`config.mk`:
```
export PLATFORM = sky130hd
export DESIGN_NAME = signed_mult_seq_ctrl
export DESIGN_NICKNAME = d
export VERILOG_FILES = /design/src/rtl/signed_mult_seq_ctrl_pkg.sv /design/src/rtl/signed_mult_seq_ctrl_step.sv /design/src/rtl/signed_mult_seq_ctrl.sv
export SDC_FILE = /design/constraint.sdc
export NUM_CORES = 1
export LEC_CHECK = 0
export ABC_AREA = 0
export CAP_MARGIN = 0
export CORE_ASPECT_RATIO = 1.5
export CORE_UTILIZATION = 46
export CTS_BUF_LIST = sky130_fd_sc_hd__clkbuf_4 sky130_fd_sc_hd__clkbuf_8
export DETAILED_ROUTE_END_ITERATION = 7
export GPL_TIMING_DRIVEN = 0
export PLACE_DENSITY = 0.71
export SLEW_MARGIN = 20
export SYNTH_ARGS = -nofsm -noshare
export SYNTH_HDL_FRONTEND = slang
export SYNTH_SLANG_ARGS = --single-unit
export TNS_END_PERCENT = 10
```
`constraint.sdc`:
```
create_clock -name clk -period 3.3 [get_ports clk]
set_input_delay 0.66 -clock clk [delete_from_list [all_inputs] [get_ports clk]]
set_output_delay 0.66 -clock clk [all_outputs]
set_load 0.005 [all_outputs]
```
`src/rtl/signed_mult_seq_ctrl_pkg.sv`:
```
// Shared definitions for the sequential signed multiplier controller.
// Holds FSM state encodings, default operand width and counter width.
package signed_mult_seq_ctrl_pkg;

   localparam int WIDTH_DEF = 10;
   localparam int CNT_W_DEF = $clog2(WIDTH_DEF + 1);

   typedef enum logic [2:0] {
      ST_IDLE = 3'd0,
      ST_ABS  = 3'd1,
      ST_RUN  = 3'd2,
      ST_FIX  = 3'd3,
      ST_DONE = 3'd4
   } state_t;

endpackage

```
`src/rtl/signed_mult_seq_ctrl_step.sv`:
```
// Arithmetic building blocks: adder, two's-complement unit and the combinational
// shift-add step used once per multiplier iteration.
module mult_adder #(
   parameter int W = 20
) (
   input  logic [W-1:0] a,
   input  logic [W-1:0] b,
   output logic [W-1:0] sum
);
   assign sum = a + b;
endmodule

module mult_twos_comp #(
   parameter int W = 10
) (
   input  logic [W-1:0] x,
   input  logic         neg,
   output logic [W-1:0] y
);
   logic [W-1:0] inv;
   assign inv = ~x;
   // Negating zero wraps back to zero, so a zero product never turns nonzero.
   assign y = neg ? (inv + 1'b1) : x;
endmodule

module mult_shift_add_step #(
   parameter int WIDTH = 10,
   parameter int CNT_W = 4
) (
   input  logic [2*WIDTH-1:0] acc,
   input  logic [WIDTH-1:0]   ma,
   input  logic               mb0,
   input  logic [CNT_W-1:0]   cnt,
   output logic [2*WIDTH-1:0] acc_nxt
);
   logic [2*WIDTH-1:0] ma_ext;
   logic [2*WIDTH-1:0] addend;

   assign ma_ext = {{WIDTH{1'b0}}, ma};
   assign addend = mb0 ? (ma_ext << cnt) : '0;

   mult_adder #(.W(2*WIDTH)) u_add (
      .a   (acc),
      .b   (addend),
      .sum (acc_nxt)
   );
endmodule

```
`src/rtl/signed_mult_seq_ctrl.sv`:
```
// Sequencing controller for a signed WIDTH x WIDTH shift-add multiplier.
// Optional EARLY_TERM_EN: leave RUN as soon as no multiplier bits remain.
module signed_mult_seq_ctrl
   import signed_mult_seq_ctrl_pkg::*;
#(
   parameter int WIDTH = WIDTH_DEF
) (
   input  logic                 clk,
   input  logic                 rst,
   input  logic                 in_valid,
   output logic                 in_ready,
   input  logic [WIDTH-1:0]     a_in,
   input  logic [WIDTH-1:0]     b_in,
   output logic                 out_valid,
   input  logic                 out_ready,
   output logic [2*WIDTH-1:0]   p_out,
   output logic                 busy
);

   localparam int PW    = 2 * WIDTH;
   localparam int CNT_W = $clog2(WIDTH + 1);
   localparam logic [CNT_W-1:0] LAST_CNT = CNT_W'(WIDTH - 1);

   state_t state, state_nxt;

   logic [WIDTH-1:0] a_reg, b_reg;
   logic [WIDTH-1:0] ma, mb;
   logic [WIDTH-1:0] a_mag, b_mag;
   logic             sign;
   logic [PW-1:0]    acc, acc_nxt, p_fix, p_reg;
   logic [CNT_W-1:0] cnt;
   logic             mb_empty;
   logic             do_step;

   mult_twos_comp #(.W(WIDTH)) u_abs_a (
      .x   (a_reg),
      .neg (a_reg[WIDTH-1]),
      .y   (a_mag)
   );

   mult_twos_comp #(.W(WIDTH)) u_abs_b (
      .x   (b_reg),
      .neg (b_reg[WIDTH-1]),
      .y   (b_mag)
   );

   mult_shift_add_step #(.WIDTH(WIDTH), .CNT_W(CNT_W)) u_step (
      .acc     (acc),
      .ma      (ma),
      .mb0     (mb[0]),
      .cnt     (cnt),
      .acc_nxt (acc_nxt)
   );

   mult_twos_comp #(.W(PW)) u_neg_p (
      .x   (acc),
      .neg (sign),
      .y   (p_fix)
   );

   assign mb_empty = (mb == '0);

`ifdef EARLY_TERM_EN
   assign do_step = (state == ST_RUN) && !mb_empty;
`else
   assign do_step = (state == ST_RUN);
`endif

   always_ff @(posedge clk) begin
      if (rst) begin
         state <= ST_IDLE;
      end else begin
         state <= state_nxt;
      end
   end

   always_comb begin
      state_nxt = state;
      in_ready  = 1'b0;
      out_valid = 1'b0;
      busy      = 1'b1;
      case (state)
         ST_IDLE: begin
            in_ready = 1'b1;
            busy     = 1'b0;
            if (in_valid) begin
               state_nxt = ST_ABS;
            end
         end
         ST_ABS: begin
            state_nxt = ST_RUN;
         end
         ST_RUN: begin
`ifdef EARLY_TERM_EN
            if (mb_empty || (cnt == LAST_CNT)) begin
               state_nxt = ST_FIX;
            end
`else
            if (cnt == LAST_CNT) begin
               state_nxt = ST_FIX;
            end
`endif
         end
         ST_FIX: begin
            state_nxt = ST_DONE;
         end
         ST_DONE: begin
            out_valid = 1'b1;
            if (out_ready) begin
               state_nxt = ST_IDLE;
            end
         end
         default: begin
            state_nxt = ST_IDLE;
         end
      endcase
   end

   always_ff @(posedge clk) begin
      if (rst) begin
         a_reg <= '0;
         b_reg <= '0;
         sign  <= 1'b0;
         ma    <= '0;
         mb    <= '0;
         acc   <= '0;
         cnt   <= '0;
         p_reg <= '0;
      end else begin
         case (state)
            ST_IDLE: begin
               if (in_valid) begin
                  a_reg <= a_in;
                  b_reg <= b_in;
                  sign  <= a_in[WIDTH-1] ^ b_in[WIDTH-1];
               end
            end
            ST_ABS: begin
               ma  <= a_mag;
               mb  <= b_mag;
               acc <= '0;
               cnt <= '0;
            end
            ST_RUN: begin
               if (do_step) begin
                  acc <= acc_nxt;
                  mb  <= mb >> 1;
                  cnt <= cnt + 1'b1;
               end
            end
            ST_FIX: begin
               p_reg <= p_fix;
            end
            default: begin
            end
         endcase
      end
   end

   assign p_out = p_reg;

endmodule
```
-- After elaboration in Yosys (flattened, before gate mapping)
Index checks and enable logic that the tools add are counted.
- bitwise logic cells: 4
- reductions and logical operators: 4
- shifts and indexed selects: 1
- equality and inequality tests: 8
- $add $sub $neg: 5
- muxes and demuxes: 14
- operators with widths (kind ; count):
    $mux W20 ; 2
    $pmux W20 S2 ; 1
    $add A10 B1 Y10 const B ; 2
    $add A20 B1 Y20 const B ; 1
    $add A20 B20 Y20 ; 1
    $mux W10 ; 2
    $not A10 Y10 ; 2
    $not A20 Y20 ; 1
    $pmux W10 S2 ; 1
    $shl A10 B4 Y20 ; 1
    $pmux W3 S5 ; 1
    $mux W3 ; 3
    $pmux W4 S2 ; 1
    $eq A3 B2 Y1 const B ; 2
    $add A4 B1 Y4 const B ; 1
    $eq A4 B4 Y1 const B ; 1
    $ne A2 B2 Y1 const B ; 2
    $eq A3 B1 Y1 const B ; 1
    $eq A3 B3 Y1 const B ; 1
    $logic_not A3 Y1 ; 1
    $mux W1 ; 3
    $reduce_and A3 Y1 ; 1
    $ne A2 B1 Y1 const B ; 1
    $reduce_and A2 Y1 ; 1
    other kinds (2) ; 2
- logic and storage cells: 45
- output and inout port bits: 23
- flip-flop bits (word level): 88
- input bits: 24

-- Longest topological paths before layout
- word-level depth: 4
- depth in mapped cells: 17
- gate-level depth less buffers: 15

-- Hierarchy
Synthesis repeated with hierarchy kept, for this count alone.
- cell total of the unflattened synthesis: 683
- area, all modules: 5869.4 um2
- modules (own cells, without submodules) (module ; cells an instance ; instances ; seq. area each (um2) ; area each (um2)):
    signed_mult_seq_ctrl ; 359 ; 1 ; 1761.7 ; 3374.5
    mult_adder ; 132 ; 1 ; 0.0 ; 1001.0
    mult_shift_add_step ; 78 ; 1 ; 0.0 ; 648.1
    mult_twos_comp (u_neg_p) ; 62 ; 1 ; 0.0 ; 442.9
    mult_twos_comp (u_abs_a ...) ; 26 ; 2 ; 0.0 ; 201.4

-- Least setup slack after synthesis
No wires, ideal clock.
- path type: register to register
- start: reg cnt[1]
- end: reg acc[19]
- buffers on the path: 3
- arrival: 3.407 ns
- slack: -0.229 ns
- cell stages (with the launch flop): 18
- required time: 3.178 ns
- clock period less this slack: 3.529 ns
- library setup time: 0.122 ns
- cell sequence: dfxtp_1 -> buf_2 -> buf_1 -> mux2i_1 -> nor2_1 -> a31oi_1 -> o21ai_0 -> a22oi_1 -> nor2b_1 -> ha_1 -> clkbuf_1 -> a21o_1 -> a31oi_1 -> o21ai_0 -> a21o_2 -> a41oi_4 -> mux2_4 -> a221o_1
- word-level cells in the longest chain between the ends: 4
- RTL lines (item ; line ; source):
    from (decl) ; signed_mult_seq_ctrl.sv:31 ; logic [CNT_W-1:0] cnt;
    from (signal assigned) ; signed_mult_seq_ctrl.sv:148 ; cnt <= cnt + 1'b1;
    $shl A10 B4 Y20 ; signed_mult_seq_ctrl_step.sv:40 ; assign addend = mb0 ? (ma_ext << cnt) : '0;
    $mux W20 ; signed_mult_seq_ctrl_step.sv:40 ;
    $add A20 B20 Y20 ; signed_mult_seq_ctrl_step.sv:10 ; assign sum = a + b;
    $pmux W20 S2 ; signed_mult_seq_ctrl.sv:130 ; case (state)
    to (signal assigned) ; signed_mult_seq_ctrl.sv:146 ; acc <= acc_nxt;
    to (decl) ; signed_mult_seq_ctrl.sv:30 ; logic [PW-1:0] acc, acc_nxt, p_fix, p_reg;
No other way between the ends.
A chain may end at the register's enable or synchronous reset.

-- Worst setup path after layout
- start: reg cnt[1]
- end: reg acc[18]
Same word-level chain as after synthesis.

==> impl_metrics.py <==
metrics = {
    "status": {
        "run_status": "finished with violations",
        "failed_checks": "setup timing",
    },
    "pwr": {
        "peakVddDrop_v": 0.000256,
        "p_clk_share_pct": 34.3,
        "p_comb_share_pct": 17.6,
        "power.density_nw_per_um2": 355,
        "p_sw_w": 0.000680,
        "seq_power_share_pct": 48.1,
        "p_leak_nw": 2.47,
        "p_int_w": 0.00170,
        "p_sw_share_pct": 28.6,
    },
    "clocking": {
        "clk_latency_ps": 380,
        "path_clk_slew_ps": 90,
        "cts_root_buf": "clkbuf_8",
        "cts.sinks": 88,
        "cts_max_level": 3,
        "cts_tree": "built",
        "numCtsBuffers": 9,
        "cts_hold_buf": 0,
        "cts_buffer_depth": 2,
    },
    "setup_path": {
        "required_ps": 3560,
        "endpoint_kind": "flop",
        "ff2ff_path_depth": 15,
        "crit_fanout": 8,
        "critPathArrivalTime_ps": 3700,
        "crit_family": "compound AO/OA/AOI/OAI gates",
        "crit_path_start_kind": "flop",
        "cp_cell_sequence": "buf_8 -> buf_8 -> mux2i_2 -> nor2_1 -> a31oi_2 -> buf_4 -> nor3_1 -> ha_2 -> a211oi_1 -> o21ai_0 -> a21oi_2 -> nor4_1 -> nor3_1 -> xor2_1 -> o21ai_0",
        "path_class": "reg2reg",
        "crit_cells": 15,
        "cp_slowest_stage_delay_ps": 380,
        "cp_num_buf_inv": 3,
        "cp_slowest_cell": "ha_2",
    },
    "sta": {
        "setup_ws_ps": -143,
        "period_minus_slack_ps": 3440,
        "fin_skew_ps": 10.7,
        "slew_headroom_pct": 50.4,
        "clock.fmax_mhz": 290,
        "rsz0062_at_grt": "true",
        "setup_violations": 5,
        "hold_viol_final": 0,
        "period_share_pct": 104,
        "worst_pin_slew_ps": 740,
        "drv_slew": 0,
    },
    "die": {
        "ios": 47,
        "dieArea_sq_um": 12100,
        "die_h_um": 134,
        "die_x_um": 90.3,
        "rows": 48,
        "start_util_pct": 46.9,
        "core-area_sq_um": 11500,
    },
    "final_layout": {
        "final_area_sq_um": 6710,
        "antennaDiodeCount": 0,
        "drive_above_1_share_pct": 14.2,
        "final_nets": 819,
        "layout_common_cells": "103 x nand2_1, 85 x dfxtp_1, 79 x nor2_1",
        "final_cells": 924,
        "layout_commonest_cell": "nand2_1",
        "syn2layout_area_growth_pct": 24.7,
        "fill_cells": 1070,
    },
    "logic_synthesis": {
        "synth_cells": 691,
        "synth_area_sq_um": 5380,
        "ys_ff_latch": 88,
        "ys_types": 61,
        "synth-edff-count": 0,
        "synthArstFlopShare_pct": 0,
        "synth_area_per_cell_sq_um": 7.79,
        "yosysWarnings": 0,
        "ys.flop_type": "dfxtp_1",
        "ys_seq_area_share_pct": 32.7,
        "syn-num-nets": 740,
    },
    "place": {
        "place_area_sq_um": 6060,
        "dpl.hpwl_um": 11200,
        "place_ws_ps": -623,
        "gp_congestion": 0.946,
        "io_buffers": 45,
        "dp_cells": 886,
    },
    "detailed_routing": {
        "detailedRoute.firstPassIterationCount": 4,
        "vias": 5202,
        "wl_um": 14800,
        "antenna_left": 0,
        "vias_per_cell": 5.63,
        "drc": 0,
        "drt_iter0_drc": 150,
        "avgRoutedWirePerCell_um": 16.0,
    },
    "global_routing": {
        "grt_pass1_vias": 4947,
        "antenna_found_initial": 0,
        "grt_usage_pct": 24.6,
        "grt_overflow": 0,
        "grt_pass1_wl_um": 23500,
        "grt_start_max_net_pins": 15,
    },
    "hold_path": {
        "hold_path_depth": 2,
        "hp-class": "reg2reg",
    },
    "job": {
        "cap_violations": 0,
    },
}
## layer usage
metal / vias up / GRT usage, % / share of wire (%)
met5: - / 0 / 0
met4: 0 / 15.1 / 5.8
met3: 55 / 3.04 / 3.4
met2: 140 / 49.2 / 54
met1: 2412 / 23.5 / 37
li1: 2595 / - / -
## timing repair
action / in CTS / in global routing
pin swaps: 11 / 12
resized for setup: 35 / 30
setup endpoints to repair: 9 / 9
buffers inserted: 22 / 6
## worst paths after layout
path | slack [ps] | from | to
hold reg to reg | 480 | a_reg[1]$_SDFFE_PP0P_ | a_reg[1]$_SDFFE_PP0P_
setup reg to reg | -140 | cnt[1]$_SDFFE_PP0P_ | acc[18]$_SDFFE_PP0P_
setup / recovery | -140 | cnt[1]$_SDFFE_PP0P_ | acc[18]$_SDFFE_PP0P_
hold / removal | 480 | a_reg[1]$_SDFFE_PP0P_ | a_reg[1]$_SDFFE_PP0P_
## power by group through the flow
stage          Clock (W)  Sequential (W)  Combinational [W]
5_1_grt         0.000875         0.00115           0.000460
3_5_place_dp           0         0.00117           0.000385
4_1_cts         0.000833         0.00114           0.000409
3_3_place_gp           0         0.00116           0.000375
6_report        0.000817         0.00114           0.000419
2_1_floorplan          0         0.00116           0.000252
## metrics by stage
stage | util, % | setup TNS [ps] | hold WS, ps | total power (W)
detailed placement | 52.8 | -2270 | 472 | 0.00155
global placement | 52.8 | -2010 | 460 | 0.00154
floorplan | - | 0 | 445 | 0.00141
global route | 58.5 | -1460 | 510 | 0.00249
finish | 58.5 | -519 | 477 | 0.00238
CTS | 57.1 | -64.4 | 477 | 0.00238
## cell type report
type,count,area [sq um],share of cell area (%)
plain buffers,42,199,2.96
inverters,14,52.6,0.783
repair buffers,73,661,9.84
well taps,150,188,2.80
clock buffers,9,124,1.85
flip-flops and latches,88,1770,26.3
clock inverters,6,85.1,1.27
multi-input cells,542,3640,54.2
## worst min-delay path, cell delays in order, from the launching register on
cell and delay, ps:
dfxtp_1 330, nand2_1 60, a21oi_1 50
## Yosys cell counts, types with 2 or more instances
cell type  number  area, sq um
dfxtp_1        88         1760
o22ai_1         4         25.0
nand4_1         3         18.8
a31oi_1         4         25.0
nand2_1       104          390
or3_1           2         12.5
and2_1          7         43.8
nor4_1          6         37.5
nor3b_1         3         22.5
a221oi_1        2         17.5
xnor2_1        17          149
nor2b_1        11         68.8
nand3_1         8         40.0
o31ai_1         6         45.0
nor3_1         13         65.1
mux2i_1        16          160
a21o_2          4         35.0
nor2_1         80          300
nand2b_1        6         37.5
buf_2           2         10.0
o41ai_1         3         26.3
mux2_2          3         33.8
a21o_1          8         60.1
inv_1          14         52.6
xor2_1         33          289
o21ai_0        36          180
a211oi_1       33          248
buf_1           3         11.3
o21bai_1        2         15.0
a32oi_1         2         17.5
a21oi_1        56          280
clkbuf_1       42          158
ha_1           24          300
a2111oi_0       2         17.5
or4_1           2         15.0
a22oi_1        17          128
## logic make-up after synthesis
| logic type | share of synthesized area (%) |
|---|---|
| multiplexers | 3.88 |
| AO/OA/AOI/OAI | 23.6 |
| buffers and inverters | 4.30 |
| XOR/XNOR | 8.14 |
| AND/OR/NAND/NOR | 21.4 |
| flip-flops | 32.7 |
| adder cells (fa/ha/maj) | 5.95 |
(Power assumes the default switching activity.)
